[src/rtl/iz_link_pkg.sv]
// Izhikevich parameter load link: shared constants, FSM states
// and the frame checksum used by both serializer and loader.
package iz_link_pkg;

  localparam int IZ_PARAM_W    = 16;
  localparam int IZ_NUM_PARAMS = 4;
  localparam int IZ_FRAME_W    = IZ_PARAM_W * IZ_NUM_PARAMS;
  localparam int IZ_CHK_W      = 8;

  typedef enum logic [1:0] {
    IDLE,
    SHIFT,
    CHK,
    GAP
  } iz_state_t;

  // XOR of all frame bytes
  function automatic logic [IZ_CHK_W-1:0] iz_chk_xor(
    input logic [IZ_FRAME_W-1:0] f
  );
    logic [IZ_CHK_W-1:0] acc;
    acc = '0;
    for (int i = 0; i < IZ_FRAME_W / IZ_CHK_W; i++)
      acc = acc ^ f[i*IZ_CHK_W +: IZ_CHK_W];
    return acc;
  endfunction

endpackage

[src/rtl/iz_bit_timer.sv]
// Serial bit timer: counts 0..CLK_DIV-1, flags the last
// cycle of each bit; freezes with i_en low, zeroes on i_clr.
module iz_bit_timer #(
  parameter int CLK_DIV = 4
) (
  input  logic clk,
  input  logic rst_n,
  input  logic i_en,
  input  logic i_clr,
  output logic o_last,
  output logic o_tick
);

  localparam int CW = (CLK_DIV > 1) ? $clog2(CLK_DIV) : 1;
  localparam logic [CW-1:0] LAST = CW'(CLK_DIV - 1);

  logic [CW-1:0] r_cnt;

  // divider count, wraps at the end of every bit
  always_ff @(posedge clk or negedge rst_n) begin
    if (!rst_n)
      r_cnt <= '0;
    else if (i_clr)
      r_cnt <= '0;
    else if (i_en)
      r_cnt <= o_last ? '0 : r_cnt + CW'(1);
  end

  assign o_last = (r_cnt == LAST);
  assign o_tick = i_en & o_last;

endmodule

[src/rtl/iz_param_serializer.sv]
// Host-side serializer for the Izhikevich parameter load link.
// Define IZ_SER_CHECKSUM_EN to append an 8-bit XOR checksum.
module iz_param_serializer
  import iz_link_pkg::*;
#(
  parameter int CLK_DIV    = 4,
  parameter int PARAM_W    = IZ_PARAM_W,
  parameter int NUM_PARAMS = IZ_NUM_PARAMS
) (
  input  logic               clk,
  input  logic               reset,
  input  logic               enable,
  input  logic               start,
  output logic               ready,
  input  logic [PARAM_W-1:0] param_a,
  input  logic [PARAM_W-1:0] param_b,
  input  logic [PARAM_W-1:0] param_c,
  input  logic [PARAM_W-1:0] param_d,
  output logic               load_mode,
  output logic               serial_data,
  output logic               busy,
  output logic               done
);

  localparam int FRAME_W = NUM_PARAMS * PARAM_W;
  localparam int BCW =
    (FRAME_W > 1) ? $clog2(FRAME_W) : 1;
  localparam logic [BCW-1:0] LAST_BIT =
    BCW'(FRAME_W - 1);

  iz_state_t r_state;
  iz_state_t w_next;

  logic [FRAME_W-1:0] r_shreg;
  logic [BCW-1:0]     r_bit;
  logic               w_accept;
  logic               w_last;
  logic               w_tick;
  logic [FRAME_W-1:0] w_frame;

`ifdef IZ_SER_CHECKSUM_EN
  localparam logic [BCW-1:0] LAST_CHK =
    BCW'(IZ_CHK_W - 1);
  logic [IZ_CHK_W-1:0] r_chk;
`endif

  assign w_frame  = {param_a, param_b, param_c, param_d};
  assign w_accept = start & enable & (r_state == IDLE);

  iz_bit_timer #(
    .CLK_DIV (CLK_DIV)
  ) u_timer (
    .clk    (clk),
    .rst_n  (reset),
    .i_en   (enable),
    .i_clr  (r_state == IDLE),
    .o_last (w_last),
    .o_tick (w_tick)
  );

  // state register
  always_ff @(posedge clk or negedge reset) begin
    if (!reset)
      r_state <= IDLE;
    else
      r_state <= w_next;
  end

  // next state and link outputs
  always_comb begin
    w_next      = r_state;
    ready       = 1'b0;
    load_mode   = 1'b0;
    serial_data = 1'b0;
    done        = 1'b0;
    unique case (r_state)
      IDLE: begin
        ready = 1'b1;
        if (w_accept)
          w_next = SHIFT;
      end
      SHIFT: begin
        load_mode   = 1'b1;
        serial_data = r_shreg[FRAME_W-1];
        if (w_tick && r_bit == LAST_BIT)
`ifdef IZ_SER_CHECKSUM_EN
          w_next = CHK;
`else
          w_next = GAP;
`endif
      end
      CHK: begin
`ifdef IZ_SER_CHECKSUM_EN
        load_mode   = 1'b1;
        serial_data = r_chk[IZ_CHK_W-1];
        if (w_tick && r_bit == LAST_CHK)
          w_next = GAP;
`else
        w_next = IDLE;
`endif
      end
      GAP: begin
        done = w_last;
        if (w_tick)
          w_next = IDLE;
      end
      default: w_next = IDLE;
    endcase
    busy = ~ready;
  end

  // frame shift register and bit counter
  always_ff @(posedge clk or negedge reset) begin
    if (!reset) begin
      r_shreg <= '0;
      r_bit   <= '0;
    end else if (w_accept) begin
      r_shreg <= w_frame;
      r_bit   <= '0;
    end else if (w_tick) begin
      if (r_state == SHIFT) begin
        r_shreg <= {r_shreg[FRAME_W-2:0], 1'b0};
        r_bit   <= (r_bit == LAST_BIT) ?
                   '0 : r_bit + BCW'(1);
      end
`ifdef IZ_SER_CHECKSUM_EN
      else if (r_state == CHK) begin
        r_bit <= (r_bit == LAST_CHK) ?
                 '0 : r_bit + BCW'(1);
      end
`endif
    end
  end

`ifdef IZ_SER_CHECKSUM_EN
  // checksum captured with the frame, shifted out after it
  always_ff @(posedge clk or negedge reset) begin
    if (!reset)
      r_chk <= '0;
    else if (w_accept)
      r_chk <= iz_chk_xor(w_frame);
    else if (w_tick && r_state == CHK)
      r_chk <= {r_chk[IZ_CHK_W-2:0], 1'b0};
  end
`endif

endmodule
[config.mk]
export PLATFORM = sky130hd
export DESIGN_NAME = iz_param_serializer
export DESIGN_NICKNAME = d
export VERILOG_FILES = /design/src/rtl/iz_link_pkg.sv /design/src/rtl/iz_bit_timer.sv /design/src/rtl/iz_param_serializer.sv
export SDC_FILE = /design/constraint.sdc
export NUM_CORES = 1
export LEC_CHECK = 0
export ABC_AREA = 1
export BUFFER_PORTS_ARGS = -buffer_cell sky130_fd_sc_hd__buf_2
export CORE_ASPECT_RATIO = 1.5
export CORE_MARGIN = 4
export CORE_UTILIZATION = 25
export CTS_CLUSTER_DIAMETER = 200
export DETAILED_ROUTE_END_ITERATION = 7
export PLACE_DENSITY_LB_ADDON = 0.05
export SYNTH_ARGS = -nofsm -noshare
export SYNTH_HDL_FRONTEND = slang
export SYNTH_SLANG_ARGS = --single-unit
[constraint.sdc]
create_clock -name clk -period 1.7 [get_ports clk]
set_input_delay 0.17 -clock clk [delete_from_list [all_inputs] [get_ports clk]]
set_output_delay 0.17 -clock clk [all_outputs]
set_load 0.01 [all_outputs]
; Yosys cells after proc, flatten, opt, wreduce, memory -nomap -nowiden
; Index checks and enable logic that the tools add are counted.
[op_classes]
n_addsub = 2
n_eq_ne = 8
mux = 18
bitwise = 4
n_reduce_logical = 7
[ops]
columns = operator, n
row1 = $mux 64, 3
row2 = $mux 6, 4
row3 = $mux 2, 6
row4 = $pmux 2 s4, 1
row5 = $add 6x1->6 const B, 1
row6 = $eq 2x2->1 const B, 3
row7 = $eq 6x6->1 const B, 1
row8 = $ne 2x2->1 const B, 3
row9 = $reduce_bool 2->1, 3
row10 = $mux 1, 4
row11 = $and 1x1->1, 3
row12 = $reduce_and 3->1, 1
row13 = $add 2x1->2 const B, 1
row14 = $eq 2x1->1 const B, 1
row15 = $logic_not 2->1, 1
row16 = $reduce_and 2->1, 1
row17 = $logic_and 1x1->1, 1
row18 = $not 1->1, 1
[totals]
register_bits = 74
input_bits = 68

; Logic depth before layout (Yosys ltp)
; Gate-level depths: netlist of the first run.
[depth]
word_depth = 5
depth_mapped = 10
depth_no_buf = 9

; Hierarchy
; Synthesis of the first run repeated with hierarchy kept, for this count alone.
[unflattened]
cells_unflattened = 388
hier_area_um2 = 3290.7
[modules_own_cells]
columns = module, instances, cells_per_inst, area_each_um2
row1 = iz_param_serializer, 1, 374, 3181.8
row2 = iz_bit_timer, 1, 14, 108.9

; Worst setup path before layout of the first run
; No wires, ideal clock.
[synth_path]
path_kind = register to register
from = reg u_timer.r_cnt[0]
to = reg r_shreg[27]
arrival_time_ps = 1313
slack_ps = 301
stages_incl_launch_ff = 9
n_path_buf = 2
cell_sequence = dfrtp_1 ha_1 nand2_2 inv_2 nand2_2 nand2_4 buf_8 buf_6 o211ai_1
[synth_via]
elab_chain_cells = 4
[synth_rtl]
columns = element, line_no
row1 = "start, declared", iz_bit_timer.sv:17  ; logic [CW-1:0] r_cnt;
row2 = "start signal, assigned", iz_bit_timer.sv:26  ; r_cnt <= o_last ? '0 : r_cnt + CW'(1);
row3 = $eq 2x2->1, iz_bit_timer.sv:29  ; assign o_last = (r_cnt == LAST);
row4 = $and 1x1->1, iz_bit_timer.sv:30  ; assign o_tick = i_en & o_last;
row5 = $reduce_bool 2->1 (no source line), --
row6 = $reduce_and 2->1 (no source line), --
row7 = "end signal, assigned", iz_param_serializer.sv:118  ; r_shreg <= w_frame;
row8 = "end signal, assigned", iz_param_serializer.sv:122  ; r_shreg <= {r_shreg[FRAME_W-2:0], 1'b0};
row9 = "end, declared", iz_param_serializer.sv:34  ; logic [FRAME_W-1:0] r_shreg;
; Every way passes these cells.
; A chain may end at the register's enable or synchronous reset.

; Worst setup path in the final report of the first run
[layout_path]
from = reg u_timer.r_cnt[0]
to = reg r_shreg[7]
; The elaborated chain is that of the path after synthesis.

==> results of run 1 <==
logic make-up (layout without fill, tap and decap cells):
kind of cell | count (synthesis) | count (layout) | synth area share [%]
AND/OR/NAND/NOR | 174 | 174 | 20.7
flip-flops | 74 | 74 | 54.6
AO/OA/AOI/OAI | 72 | 72 | 15.1
buffers and inverters | 53 | 139 | 8.34
adder cells (fa/ha/maj) | 2 | 2 | 0.738
XOR/XNOR | 2 | 2 | 0.517
area by class of cell:
class | instances | share of cell area (%)
repair buffers | 90 | 13.0
clock buffers | 12 | 6.23
well taps | 159 | 4.65
multi-input cells | 250 | 29.4
inverters | 33 | 2.90
clock inverters | 4 | 0.585
flip-flops and latches | 74 | 43.3
path summary, 6_finish.rpt:
path                                                    from                       to  slack [ps]  depth (start not counted)
worst min-delay path                              param_d[0]   r_shreg[0]$_DFFE_PN0P_          50                          3
worst max register to register  u_timer.r_cnt[0]$_DFFE_PN0P_   r_shreg[7]$_DFFE_PN0P_         170                          8
min in group asynchronous                              reset  r_shreg[33]$_DFFE_PN0P_         320                          2
worst max-delay path            u_timer.r_cnt[0]$_DFFE_PN0P_   r_shreg[7]$_DFFE_PN0P_         170                          8
worst min register to register       r_shreg[22]$_DFFE_PN0P_  r_shreg[22]$_DFFE_PN0P_         490                          2
max in group asynchronous                              reset     r_bit[2]$_DFFE_PN0P_         760                          3
power by group:
| group | leakage [nW] | switching [W] | internal, W |
|---|---|---|---|
| sequential | 0.887 | 0.000347 | 0.00247 |
| clock | 0.141 | 0.000737 | 0.00110 |
| combinational | 0.913 | 0.000984 | 0.000747 |
synth_stat cells, types with 4 or more instances:
cell type and number:
o22ai_1 19, buf_2 7, nor2_1 53, nand3_1 7, inv_2 4, nand2_1 105, o21ai_0 9, o211ai_1 35
dfrtp_1 74, inv_1 29, buf_6 6
worst max-delay path, cell delays in order, from the launching register on:
cell     delay, ps
dfrtp_1        390
ha_1           240
nand2_2        110
inv_2           60
nand2_2        110
nand2_4        110
buf_4          220
o22ai_1        120
nor2_1          60
layer usage:
metal | up-vias | share of wire (%) | track usage [%]
li1 | 1407 | - | -
met3 | 9 | 4.4 | 3.66
met1 | 1331 | 42 | 15.6
met4 | 0 | 1.5 | 4.41
met2 | 50 | 52 | 22.6
met5 | - | 0 | 0
state kept, by name, indices dropped and copies added, names as in the netlist:
| signal | count |
|---|---|
| r_shreg | 64 |
| r_bit | 6 |
| r_state | 2 |
| u_timer.r_cnt | 2 |
stage by stage:
step / cells / utilization [%] / hold WS, ps / total power [W] / area, µm²
global placement: 605 / 30.2 / 167 / 0.00459 / 3970
global route: 622 / 32.5 / 50.0 / 0.00694 / 4280
floorplan: 377 / - / -126 / 0.00405 / 3390
finish: 622 / 32.5 / 48.3 / 0.00639 / 4280
detailed placement: 605 / 30.2 / 163 / 0.00462 / 3970
CTS: 622 / 32.5 / 41.4 / 0.00651 / 4270
what timing repair did:
action	4_1_cts	5_1_grt
endpoints found under the hold margin	30	0
hold buffers	1	0
resized for setup	0	1
setup endpoints to repair	0	1
==> run_results.csv, run 1 <==
group,metric,value,unit
outcome,status,"completed",
timing,worst_slack,174,ps
cells_and_area,multi_input_area,1260,µm²
placement,dp_slack,93.4,ps
global_routing,grt_pass1_wl,15.6,mm
timing,post-route-period-util,89.8,%
synth,synthCells,377,
synth,yosysSeqAreaShare,54.6,%
cells_and_area,seq_area,1850,µm²
die,io_pins,73,
timing,max_freq,655,MHz
synth,synth_warnings,0,
synth,yosys.area.top_type_share,54.6,%
drt,antenna_left,0,
clock_tree,post_cts_buffers,0,
global_routing,grt_pass1_vias,2968,
drt,wl_per_cell,15.0,µm
clock_tree,cts_buffers,9,
synth,synth_cell_type_count,28,
cells_and_area,fillers,1415,
synth,async_reset_ff_share,100,%
global_routing,grt_use_total,13.2,%
drt,firstDrtPassIters,4,
die,initial_utilization,25.8,%
cells_and_area,drive_gt1_share,26.3,%
synth,synth_area,3390,µm²
drt,wl,9.30,mm
clock_tree,cts_tree,"yes",
drt,initialDrtViolationCount,100,
setup_path,path_max_fanout,16,
timing,finalSetupViolations,0,
die,die_y,151,µm
cells_and_area,nNetsFinal,528,
placement,io_buffers,72,
synth,synthFlopType,"dfrtp_1",
power,power_density,1490,nW/µm²
synth,ys_seq_elements,74,
cells_and_area,final_common_cell,"nand2_1",
power,vdd_drop_max,0.000492,V
clock_tree,clk_pin_slew,60,ps
die,die_area,15500,µm²
setup_path,critPathLaunchType,"flip-flop",
global_routing,grt_max_degree,35,
timing,rsz0062_at_grt,"false",
timing,tns,0,ps
clock_tree,cts_buffer_depth,2,
synth,yosysTopAreaCell,"dfrtp_1",
placement,dp_hpwl,6.69,mm
drt,via_per_inst,4.50,
cells_and_area,layout_common_cells,"nand2_1 (105), dfrtp_1 (74), buf_2 (71), nor2_1 (53), o211ai_1 (35)",
min_path,hold_class,"input port to flip-flop",
placement,gp_congestion,0.715,
synth,synth_area_leaders,"dfrtp_1 (55%), nand2_1 (12%), o211ai_1 (7.7%)",
timing,max_slew_margin,69.2,%
power,power.leakage,1.94,nW
drt,vias,2797,
setup_path,cp-end-kind,"flip-flop",
timing,fin_skew,5.44,ps
timing,hold_viol_final,0,
timing,final_max_slew_viol_count,0,
clock_tree,clock_sinks,74,
clock_tree,htree_levels,3,
synth,synth_edf_count,0,
synth,syn_area_per_cell,8.99,µm²
clock_tree,cts_root_buf,"clkbuf_16",
cells_and_area,diodes,0,
setup_path,critical_path_arrival,1750,ps
clock_tree,clock_latency,340,ps
die,die-width,103,µm
job,maxCapViolations,0,
global_routing,antenna_found_initial,0,
timing,post-route-min-period,1530,ps
global_routing,grt_overflow_total,0,
synth,synth_nets,447,
drt,drc,0,
cells_and_area,areaGrowthSynthToFinish,26.1,%
timing,tightest_slew,462,ps
die,core,13100,µm²
setup_path,critical_path_class,"flip-flop to flip-flop",
setup_path,cp_data_required_time,1920,ps
die,rows,51,
No activity file was read; power rests on OpenSTA's default activity.
==> inputs of run 2 (changes only) <==
CORE_UTILIZATION = 47   (was 25)
==> run 2 against run 1 <==
Final cell count down 14%. Highest routed layer unchanged. Clock power down 27%. Cell area down 6.1%. Combinational power down 5%. Worst hold slack better by 8.2 ps. Critical path type unchanged.
==> run_results.csv, run 2 (synthesis gave the netlist of run 1 again) <==
group,metric,value,unit
outcome,status,"completed",
cells_and_area,layout_common_cells,"nand2_1 (105), dfrtp_1 (74), buf_2 (71), nor2_1 (53), o211ai_1 (35)",
timing,rsz0062_at_grt,"false",
cells_and_area,nNetsFinal,522,
die,initial_utilization,48.8,%
clock_tree,clk_pin_slew,80,ps
cells_and_area,final_common_cell,"nand2_1",
setup_path,critPathMaxStageDelay,440,ps
timing,tightest_slew,391,ps
drt,vias,2770,
cells_and_area,areaGrowthSynthToFinish,18.5,%
global_routing,grt_overflow_total,0,
drt,drc,0,
cells_and_area,post-route-util,57.9,%
power,vdd_drop_max,0.000764,V
min_path,hold_class,"input port to flip-flop",
timing,final_max_slew_viol_count,0,
setup_path,critical_path_class,"flip-flop to flip-flop",
placement,io_buffers,72,
setup_path,critPathBufInv,2,
drt,antenna_left,0,
global_routing,grt_use_total,18.3,%
drt,via_per_inst,5.18,
die,rows,37,
timing,max_freq,626,MHz
cells_and_area,seq_area,1850,µm²
clock_tree,clock_sinks,74,
global_routing,grt_pass1_wl,12.8,mm
die,io_pins,73,
setup_path,critPathLaunchType,"flip-flop",
drt,firstDrtPassIters,4,
clock_tree,cts_buffer_depth,2,
timing,post-route-min-period,1600,ps
cells_and_area,reg_top3,"r_shreg x64, r_bit x6",
timing,fin_skew,8.37,ps
cells_and_area,fillers,658,
cells_and_area,drive_gt1_share,25.2,%
drt,initialDrtViolationCount,124,
timing,max_slew_margin,73.9,%
setup_path,path_max_fanout,19,
global_routing,grt_pass1_vias,2888,
clock_tree,post_cts_buffers,0,
power,power.leakage,1.86,nW
clock_tree,htree_levels,3,
job,maxCapViolations,0,
drt,wl,7.66,mm
setup_path,crit_chain,"nor2_2, nand2_4, nand2_4, inv_2, buf_12, nand2_1, o211ai_1",
timing,hold_viol_final,0,
cells_and_area,diodes,0,
global_routing,grt_max_degree,48,
global_routing,antenna_found_initial,0,
die,core,6940,µm²
clock_tree,cts_tree,"yes",
cells_and_area,multi_input_area,1260,µm²
die,die_y,112,µm
setup_path,crit_slowest_cell,"dfrtp_1",
placement,dp_hpwl,5.38,mm
clock_tree,cts_buffers,9,
die,die-width,77.4,µm
setup_path,critical_path_arrival,1810,ps
cells_and_area,largest_reg_flops,64,
clock_tree,cts_root_buf,"clkbuf_8",
setup_path,cp-end-kind,"flip-flop",
timing,tns,0,ps
die,die_area,8670,µm²
cells_and_area,largest_register,"r_shreg",
setup_path,cp_data_required_time,1910,ps
clock_tree,clock_latency,340,ps
setup_path,crit_top_cell,"nand2_4",
setup_path,cp_top_family,"simple AND/OR/NAND/NOR gates",
timing,post-route-period-util,94.0,%
drt,wl_per_cell,14.3,µm
placement,gp_congestion,0.842,
power,power_density,1450,nW/µm²
timing,finalSetupViolations,0,
==> run 2: changes by cell type in the layout (fill, tap and decap cells not counted), moves of 2 or more <==
| cell | before | now |
|---|---|---|
| clkbuf_8 | 3 | 9 |
| clkbuf_16 | 9 | 0 |
| clkinv_4 | 0 | 2 |
| buf_4 | 13 | 9 |
==> run 2: metrics by stage <==
step | cell area (µm²) | worst slack [ps] | cells | power (W) | hold slack [ps]
global placement | 3810 | 204 | 518 | 0.00448 | 122
finish | 4020 | 103 | 535 | 0.00583 | 56.6
floorplan | 3390 | 301 | 377 | 0.00405 | -126
CTS | 4020 | 112 | 535 | 0.00589 | 42.9
detailed placement | 3810 | 119 | 518 | 0.00453 | 124
global route | 4020 | 10.7 | 535 | 0.00627 | 57.4
==> run 2: power by group <==
group / leakage, nW / total [W] / internal, W / switching, W
clock: 0.0925 / 0.00135 / 0.000681 / 0.000672
sequential: 0.887 / 0.00283 / 0.00247 / 0.000360
combinational: 0.880 / 0.00165 / 0.000722 / 0.000931
==> run 2: final timing paths <==
kind	cells after the start	from	slack, ps	to
max	7	r_state[0]$_DFFE_PN0P_	100	r_shreg[36]$_DFFE_PN0P_
min	3	param_a[14]	60	r_shreg[62]$_DFFE_PN0P_
max reg2reg	7	r_state[0]$_DFFE_PN0P_	100	r_shreg[36]$_DFFE_PN0P_
min reg2reg	2	r_shreg[37]$_DFFE_PN0P_	490	r_shreg[37]$_DFFE_PN0P_
max in group asynchronous	3	reset	830	r_shreg[22]$_DFFE_PN0P_
min in group asynchronous	2	reset	300	r_shreg[57]$_DFFE_PN0P_
==> run 2: worst register-to-register path: stages, from the launching register on <==
cell and delay (ps):
dfrtp_1 440, nor2_2 260, nand2_4 140, nand2_4 200
inv_2 110, buf_12 170, nand2_1 60, o211ai_1 90
==> run 2: cell type report <==
| class | instances | share of cell area (%) |
|---|---|---|
| well taps | 78 | 2.43 |
| clock inverters | 6 | 1.68 |
| multi-input cells | 250 | 31.3 |
| clock buffers | 10 | 3.18 |
| inverters | 33 | 3.08 |
| flip-flops and latches | 74 | 46.1 |
| repair buffers | 84 | 12.3 |
==> run 2: timing repair <==
item                      CTS  global route
gates resized for setup     0             0
hold buffers                1             0
hold endpoints to repair   27             0
==> run 2: layer usage <==
| layer | global-route usage (%) | vias up | part of all wire (%) |
|---|---|---|---|
| li1 | - | 1385 | - |
| met1 | 22.9 | 1318 | 46 |
| met2 | 30.5 | 57 | 49 |
| met3 | 3.69 | 10 | 4.0 |
| met4 | 8.08 | 0 | 1.5 |
| met5 | 0 | - | 0 |
